[src/rtl/pio_sched_if.sv]
// pio_sched_if: control, forced-exec and per-machine signals of the PIO scheduler
// master drives ctrl_wr/ctrl_data, exec_req/exec_sm/exec_instr and sm_step;
// slave (pio_sched) drives en, restart, div_restart, imm, imm_instr,
// exec_busy, exec_done and exec_abort.
interface pio_sched_if #(parameter int NSM = 4);
  logic             ctrl_wr;
  logic [3*NSM-1:0] ctrl_data;
  logic             exec_req;
  logic [1:0]       exec_sm;
  logic [15:0]      exec_instr;
  logic [NSM-1:0]   sm_step;
  logic [NSM-1:0]   en;
  logic [NSM-1:0]   restart;
  logic [NSM-1:0]   div_restart;
  logic [NSM-1:0]   imm;
  logic [15:0]      imm_instr;
  logic             exec_busy;
  logic             exec_done;
  logic             exec_abort;
  modport master (
    output ctrl_wr, ctrl_data, exec_req, exec_sm, exec_instr, sm_step,
    input  en, restart, div_restart, imm, imm_instr, exec_busy, exec_done, exec_abort
  );
  modport slave (
    input  ctrl_wr, ctrl_data, exec_req, exec_sm, exec_instr, sm_step,
    output en, restart, div_restart, imm, imm_instr, exec_busy, exec_done, exec_abort
  );
endinterface

[src/rtl/pio_sched.sv]
// pio_sched: state-machine enable/restart control and forced single-instruction execution
// Ports: clk, reset (async, active-low), b (pio_sched_if.slave).
// ctrl_wr loads the enable mask and fires one-cycle restart/div_restart pulses;
// exec_req captures a target and instruction, presents it for one LOAD cycle,
// then waits (forcing the target enabled) until the target steps or is restarted.
module pio_sched #(
  parameter int NSM = 4
) (
  input logic       clk,
  input logic       reset,
  pio_sched_if.slave b
);
  typedef enum logic [1:0] {IDLE, LOAD, WAIT} state_t;
  state_t         state, state_nx;
  logic [NSM-1:0] en_q, rst_q, div_q, tgt_oh;
  logic [1:0]     tgt;
  logic [15:0]    instr_q;
  logic           done_q, abort_q, accept, abort, step;
  always_comb begin
    tgt_oh   = NSM'(1) << tgt;
    accept   = state == IDLE && b.exec_req && {30'd0, b.exec_sm} < NSM;
    // a restart of the target ends the exec and wins over a same-cycle step
    abort    = state != IDLE && b.ctrl_wr && (b.ctrl_data[2*NSM-1:NSM] & tgt_oh) != '0;
    step     = state == WAIT && (b.sm_step & tgt_oh) != '0;
    state_nx = accept ? LOAD : (abort || step) ? IDLE : state == LOAD ? WAIT : state;
  end
  always_ff @(posedge clk or negedge reset) begin
    if (!reset) begin
      state   <= IDLE;
      en_q    <= '0;
      rst_q   <= '0;
      div_q   <= '0;
      tgt     <= '0;
      instr_q <= '0;
      done_q  <= 1'b0;
      abort_q <= 1'b0;
    end else begin
      state   <= state_nx;
      en_q    <= b.ctrl_wr ? b.ctrl_data[NSM-1:0] : en_q;
      rst_q   <= b.ctrl_wr ? b.ctrl_data[2*NSM-1:NSM] : '0;
      div_q   <= b.ctrl_wr ? b.ctrl_data[3*NSM-1:2*NSM] : '0;
      tgt     <= accept ? b.exec_sm : tgt;
      instr_q <= accept ? b.exec_instr : instr_q;
      done_q  <= abort || step;
      abort_q <= abort;
    end
  end
  assign b.en          = en_q | (state == WAIT ? tgt_oh : '0);
  assign b.restart     = rst_q;
  assign b.div_restart = div_q;
  assign b.imm         = state == IDLE ? '0 : tgt_oh;
  assign b.imm_instr   = instr_q;
  assign b.exec_busy   = state != IDLE;
  assign b.exec_done   = done_q;
  assign b.exec_abort  = abort_q;
endmodule

[src/flat_wrapper.sv]
// flat-port wrapper written by rule: the top's interface ports become plain ports
module pio_sched_flat 
#(
  parameter int NSM = 4
)
  (clk, reset, b_ctrl_wr, b_ctrl_data, b_exec_req, b_exec_sm, b_exec_instr, b_sm_step, b_en, b_restart, b_div_restart, b_imm, b_imm_instr, b_exec_busy, b_exec_done, b_exec_abort);
  pio_sched_if #(.NSM(NSM)) b_i ();
  input logic clk;
  input logic reset;
  input wire logic [$bits(b_i.ctrl_wr)-1:0] b_ctrl_wr;
  input wire logic [$bits(b_i.ctrl_data)-1:0] b_ctrl_data;
  input wire logic [$bits(b_i.exec_req)-1:0] b_exec_req;
  input wire logic [$bits(b_i.exec_sm)-1:0] b_exec_sm;
  input wire logic [$bits(b_i.exec_instr)-1:0] b_exec_instr;
  input wire logic [$bits(b_i.sm_step)-1:0] b_sm_step;
  output wire logic [$bits(b_i.en)-1:0] b_en;
  output wire logic [$bits(b_i.restart)-1:0] b_restart;
  output wire logic [$bits(b_i.div_restart)-1:0] b_div_restart;
  output wire logic [$bits(b_i.imm)-1:0] b_imm;
  output wire logic [$bits(b_i.imm_instr)-1:0] b_imm_instr;
  output wire logic [$bits(b_i.exec_busy)-1:0] b_exec_busy;
  output wire logic [$bits(b_i.exec_done)-1:0] b_exec_done;
  output wire logic [$bits(b_i.exec_abort)-1:0] b_exec_abort;
  assign b_i.ctrl_wr = b_ctrl_wr;
  assign b_i.ctrl_data = b_ctrl_data;
  assign b_i.exec_req = b_exec_req;
  assign b_i.exec_sm = b_exec_sm;
  assign b_i.exec_instr = b_exec_instr;
  assign b_i.sm_step = b_sm_step;
  assign b_en = b_i.en;
  assign b_restart = b_i.restart;
  assign b_div_restart = b_i.div_restart;
  assign b_imm = b_i.imm;
  assign b_imm_instr = b_i.imm_instr;
  assign b_exec_busy = b_i.exec_busy;
  assign b_exec_done = b_i.exec_done;
  assign b_exec_abort = b_i.exec_abort;
  pio_sched #(.NSM(NSM)) u_core (.clk(clk), .reset(reset), .b(b_i));
endmodule
[config.mk]
export PLATFORM = sky130hd
export DESIGN_NAME = pio_sched_flat
export DESIGN_NICKNAME = d
export VERILOG_FILES = /design/src/rtl/pio_sched_if.sv /design/src/rtl/pio_sched.sv /design/src/flat_wrapper.sv
export SDC_FILE = /design/constraint.sdc
export NUM_CORES = 1
export LEC_CHECK = 0
export CAP_MARGIN = 20
export CORE_ASPECT_RATIO = 1.4
export CORE_MARGIN = 2
export CORE_UTILIZATION = 39
export CTS_BUF_LIST = sky130_fd_sc_hd__clkbuf_2
export CTS_CLUSTER_DIAMETER = 60
export DETAILED_ROUTE_END_ITERATION = 8
export PLACE_DENSITY = 0.89
export SLEW_MARGIN = 5
export SYNTH_ARGS = -nofsm -noshare
export SYNTH_HDL_FRONTEND = slang
export SYNTH_SLANG_ARGS = --single-unit
[constraint.sdc]
create_clock -name clk -period 2.65 [get_ports clk]
set_input_delay 0.265 -clock clk [delete_from_list [all_inputs] [get_ports clk]]
set_output_delay 0.265 -clock clk [all_outputs]
set_load 0.05 [all_outputs]
* Word level (Yosys, flattened, before mapping)
Index checks and enable logic that the tools add are counted.
** Storage, ports and cells
- Word-level logic and storage cells :: 31
- Output and inout port bits :: 35
- Register bits :: 34
** Cells by class
- Equality and inequality tests :: 2
- Bitwise logic cells :: 3
- Shift operators :: 1
- Reduce and logical (&&, ||, !) cells :: 10
- Multiplexer cells :: 7
** Operators with widths (count)
- $mux 4 :: 4
- $and 4x4->4 :: 2
- $reduce_bool 4->1 :: 2
- $mux 2 :: 3
- $logic_and 1x1->1 :: 4
- $or 4x4->4 :: 1
- $shl 1x2->4 const A :: 1
- $reduce_bool 3->1 :: 1
- $eq 2x1->1 const B :: 1
- $eq 2x2->1 const B :: 1
- $logic_not 2->1 :: 1
- $reduce_bool 2->1 :: 1
- $logic_or 1x1->1 :: 1

* Longest topological paths before layout
- Word-level depth :: 7
- Gate-level depth with buffers :: 5
- Mapped depth without buffers :: 3

* Worst setup path before layout
Ideal clock, no wire load.
- Path type :: reg2out
- From :: register u_core.tgt[1]
- To :: output port b_imm[2]
- Stages on the path, launching flop included :: 4
- Slack :: 0.638 ns
- Path buffers :: 1
- Data arrival time :: 1.747 ns
- Cell sequence :: dfrtp_1 clkbuf_1 inv_1 nor3_1
** On the way
- Word-level cells in the longest chain between the ends :: 2
** Ends and longest elaborated chain
- start: declaration :: RTL line pio_sched.sv:16 : logic [1:0] tgt;
- start signal: assignment :: RTL line pio_sched.sv:42 : tgt <= accept ? b.exec_sm : tgt;
- $shl 1x2->4 :: RTL line pio_sched.sv:20 : tgt_oh = NSM'(1) << tgt;
- $mux 4 :: RTL line pio_sched.sv:51 : assign b.imm = state == IDLE ? '0 : tgt_oh;
- end: declaration :: RTL line flat_wrapper.sv:19 : output wire logic [$bits(b_i.imm)-1:0] b_imm;
Every way passes these cells.

* Final worst setup path
- From :: register u_core.state[1]
- To :: output port b_en[0]
** On the way
- Word-level cells in the longest chain between the ends :: 3
** Ends and longest elaborated chain
- start: declaration :: RTL line pio_sched.sv:14 : state_t state, state_nx;
- start signal: assignment :: RTL line pio_sched.sv:38 : state <= state_nx;
- $eq 2x2->1 :: RTL line pio_sched.sv:48 : assign b.en = en_q | (state == WAIT ? tgt_oh : '0);
- $mux 4 :: RTL line pio_sched.sv:48
- $or 4x4->4 :: RTL line pio_sched.sv:48
- end: declaration :: RTL line flat_wrapper.sv:16 : output wire logic [$bits(b_i.en)-1:0] b_en;
Every way passes these cells.

==> results.py <==
metrics = {
    "status": {
        "status": "finished, final reports clean",
    },
    "clock_network": {
        "hold_buffers": 0,
        "h-tree-depth": 2,
        "cts_tree": "done",
        "clock_path_buffers": 2,
        "clock_latency_ns": 0.34,
        "post_cts_buffers": 0,
        "root_buffer": "clkbuf_2",
        "clkSlewWorstSetupHoldPaths_ns": 0.16,
        "clock-sinks": 34,
        "numCtsBuffers": 5,
        "cts.repair.resized": 0,
    },
    "floorplan": {
        "ios": 73,
        "num_rows": 25,
        "die-area_sq_um": 4110,
        "start_util_pct": 41.3,
        "die_w_um": 54.8,
        "die_h_um": 75.1,
        "core_area_sq_um": 3410,
    },
    "power_and_ir_drop": {
        "power_leakage_nw": 0.932,
        "power.density_nw_per_um2": 1220,
        "p_seq_share_pct": 31.2,
        "p_int_mw": 1.40,
        "power_frac_comb_pct": 60.5,
        "p_clk_share_pct": 8.3,
        "switching_share_pct": 47.2,
        "ir_drop_v": 0.000866,
        "p_sw_mw": 1.25,
    },
    "cells_and_area": {
        "fillers": 268,
        "drive_gt1_share_pct": 23.2,
        "diodes": 0,
        "layout_common_cells": "72 x clkdlybuf4s50_1, 34 x dfrtp_1, 13 x mux2_2, 9 x mux2_4, 8 x and2_1",
        "fin_nets": 205,
        "final_common_cell": "clkdlybuf4s50_1",
        "fin_util_pct": 63.7,
        "syn_to_final_growth_pct": 54.3,
    },
    "grt": {
        "grt_max_degree": 35,
        "grt_pass1_wl_um": 4960,
        "grt_pass1_vias": 1107,
        "overflow": 0,
        "antenna_found_initial": 0,
        "grt_use_total_pct": 17.2,
    },
    "detailed_routing": {
        "via_per_inst": 4.87,
        "num_vias": 1013,
        "routed_wl_um": 3090,
        "dr.pass1.iters": 2,
        "post-route-drc-count": 0,
        "drt_iter0_drc": 8,
        "ant_nets": 0,
        "wl_per_cell_um": 14.9,
    },
    "sta": {
        "period_share_pct": 90.2,
        "max_clock_freq_mhz": 418,
        "worst-slew-pin-transition_ns": 0.515,
        "finalCriticalPeriod_ns": 2.39,
        "hold_viol": 0,
        "grt_setup_unrepaired": "no",
        "finalSetupTns_ns": 0,
        "finalSetupViolCount": 0,
        "slew_violations": 0,
        "relSlewSlack_pct": 65.6,
        "skew_ns": 0.00858,
    },
    "yosys": {
        "netlist_instances": 92,
        "yosys.area.top_type": "dfrtp_1",
        "ys_types": 18,
        "yosysWarnings": 0,
        "synth_seq_cells": 34,
        "netlist_top_cells_area": "dfrtp_1 60%, mux2_2 10%, mux2_4 9.6%",
        "synth_top_area_share_pct": 60.4,
        "synth_nets": 130,
        "synth_area_per_cell_sq_um": 15.3,
        "syn_area_sq_um": 1410,
        "yosysSeqAreaShare_pct": 60.4,
    },
    "worst_setup_path": {
        "path_max_fanout": 5,
        "worst_setup_path_start_kind": "flip-flop",
        "critPathKind": "flip-flop to output port",
        "worstSetupEndpointType": "output port",
        "crit_arrival_ns": 2.13,
        "worstPathRequired_ns": 2.38,
    },
    "run": {
        "drv_cap": 0,
    },
    "min_path": {
        "hold_class": "input port to async pin",
    },
    "placement": {
        "port_buffers": 72,
        "dpl.hpwl_um": 2450,
        "globalplace.congestion": 0.725,
    },
}
final cells by class:
type,count,area [sq um],area share (%)
multi-input cells,49,489,22.5
well taps,40,50.0,2.30
inverters,4,15.0,0.691
clock buffers,6,30.0,1.38
clock inverters,2,8.76,0.403
flip-flops and latches,34,851,39.2
repair buffers,73,728,33.5
worst paths after layout:
kind	start	to	slack, ns	cells past startpoint
worst max-delay path	u_core.state[1]$_DFFE_PN0P_	b_en[0]	0.26	4
worst min-delay path	reset	u_core.b.div_restart[0]$_DFF_PN0_	0.29	2
worst max register to register	u_core.state[0]$_DFFE_PN0P_	u_core.b.imm_instr[7]$_DFFE_PN0P_	1.02	3
worst min register to register	u_core.b.imm_instr[1]$_DFFE_PN0P_	u_core.b.imm_instr[1]$_DFFE_PN0P_	0.53	1
max in group asynchronous	reset	u_core.b.restart[0]$_DFF_PN0_	2.05	2
min in group clk	b_ctrl_data[10]	u_core.b.div_restart[2]$_DFF_PN0_	0.47	2
layer usage:
layer / vias up / part of all wire (%) / global-route usage, %
met5: - / 0 / 0
met4: 0 / 0.87 / 4.72
met3: 4 / 9.4 / 8.53
met2: 50 / 55 / 29.9
met1: 492 / 35 / 17.9
li1: 467 / - / -
kinds of logic (layout without fill, tap and decap cells):
kind of cell           after synthesis  count (layout)  synth area share (%)
DFF                                 34              34                  60.4
and+or+nand+nor                     18              18                  7.29
buffers and inverters                9              85                  4.80
muxes                               24              24                  23.2
AOI/OAI and AO/OA                    7               7                  4.27
state kept, by name (all words and copies together), names as in the netlist:
name and flops:
u_core.b.div_restart 4, u_core.b.restart 4, u_core.en_q 4, u_core.b.exec_done 1
u_core.tgt 2, u_core.b.exec_abort 1, u_core.state 2, u_core.b.imm_instr 16
Yosys cell counts:
master and number:
buf_2 1, inv_1 4, dfrtp_1 34, nor2_1 3, a31o_2 4, nor3_1 4
buf_12 2, clkbuf_1 2, mux4_2 2, o2bb2ai_1 1, nor2_2 1, mux2_2 13
nand2_2 1, a31o_1 1, and2_1 8, o21a_1 1, and2_4 1, mux2_4 9
worst max-delay path, stage by stage, from the launching register on:
cell	delay (ns)
dfrtp_1	0.41
inv_1	0.07
nor2_1	0.30
a31o_2	0.21
clkdlybuf4s50_1	0.80
power groups by stage:
| stage | registers (mW) | clock network (mW) | logic, mW |
|---|---|---|---|
| 3_3_place_gp | 0.822 | 0 | 1.58 |
| 4_1_cts | 0.828 | 0.235 | 1.62 |
| 5_1_grt | 0.851 | 0.263 | 1.66 |
| 6_report | 0.826 | 0.221 | 1.60 |
| 3_5_place_dp | 0.839 | 0 | 1.61 |
| 2_1_floorplan | 1.29 | 0 | 0.671 |
metrics by stage:
| step | hold slack, ns | cells | total power, mW | area [sq um] | setup WS, ns |
|---|---|---|---|---|---|
| detailed placement | 0.494 | 200 | 2.45 | 2130 | 0.663 |
| global placement | 0.491 | 200 | 2.40 | 2130 | 0.736 |
| floorplan | -0.0306 | 92 | 1.96 | 1410 | 0.638 |
| CTS | 0.273 | 208 | 2.68 | 2170 | 0.247 |
| finish | 0.285 | 208 | 2.65 | 2170 | 0.260 |
| global route | 0.277 | 208 | 2.78 | 2170 | 0.120 |
No activity file was read; power rests on OpenSTA's default activity.
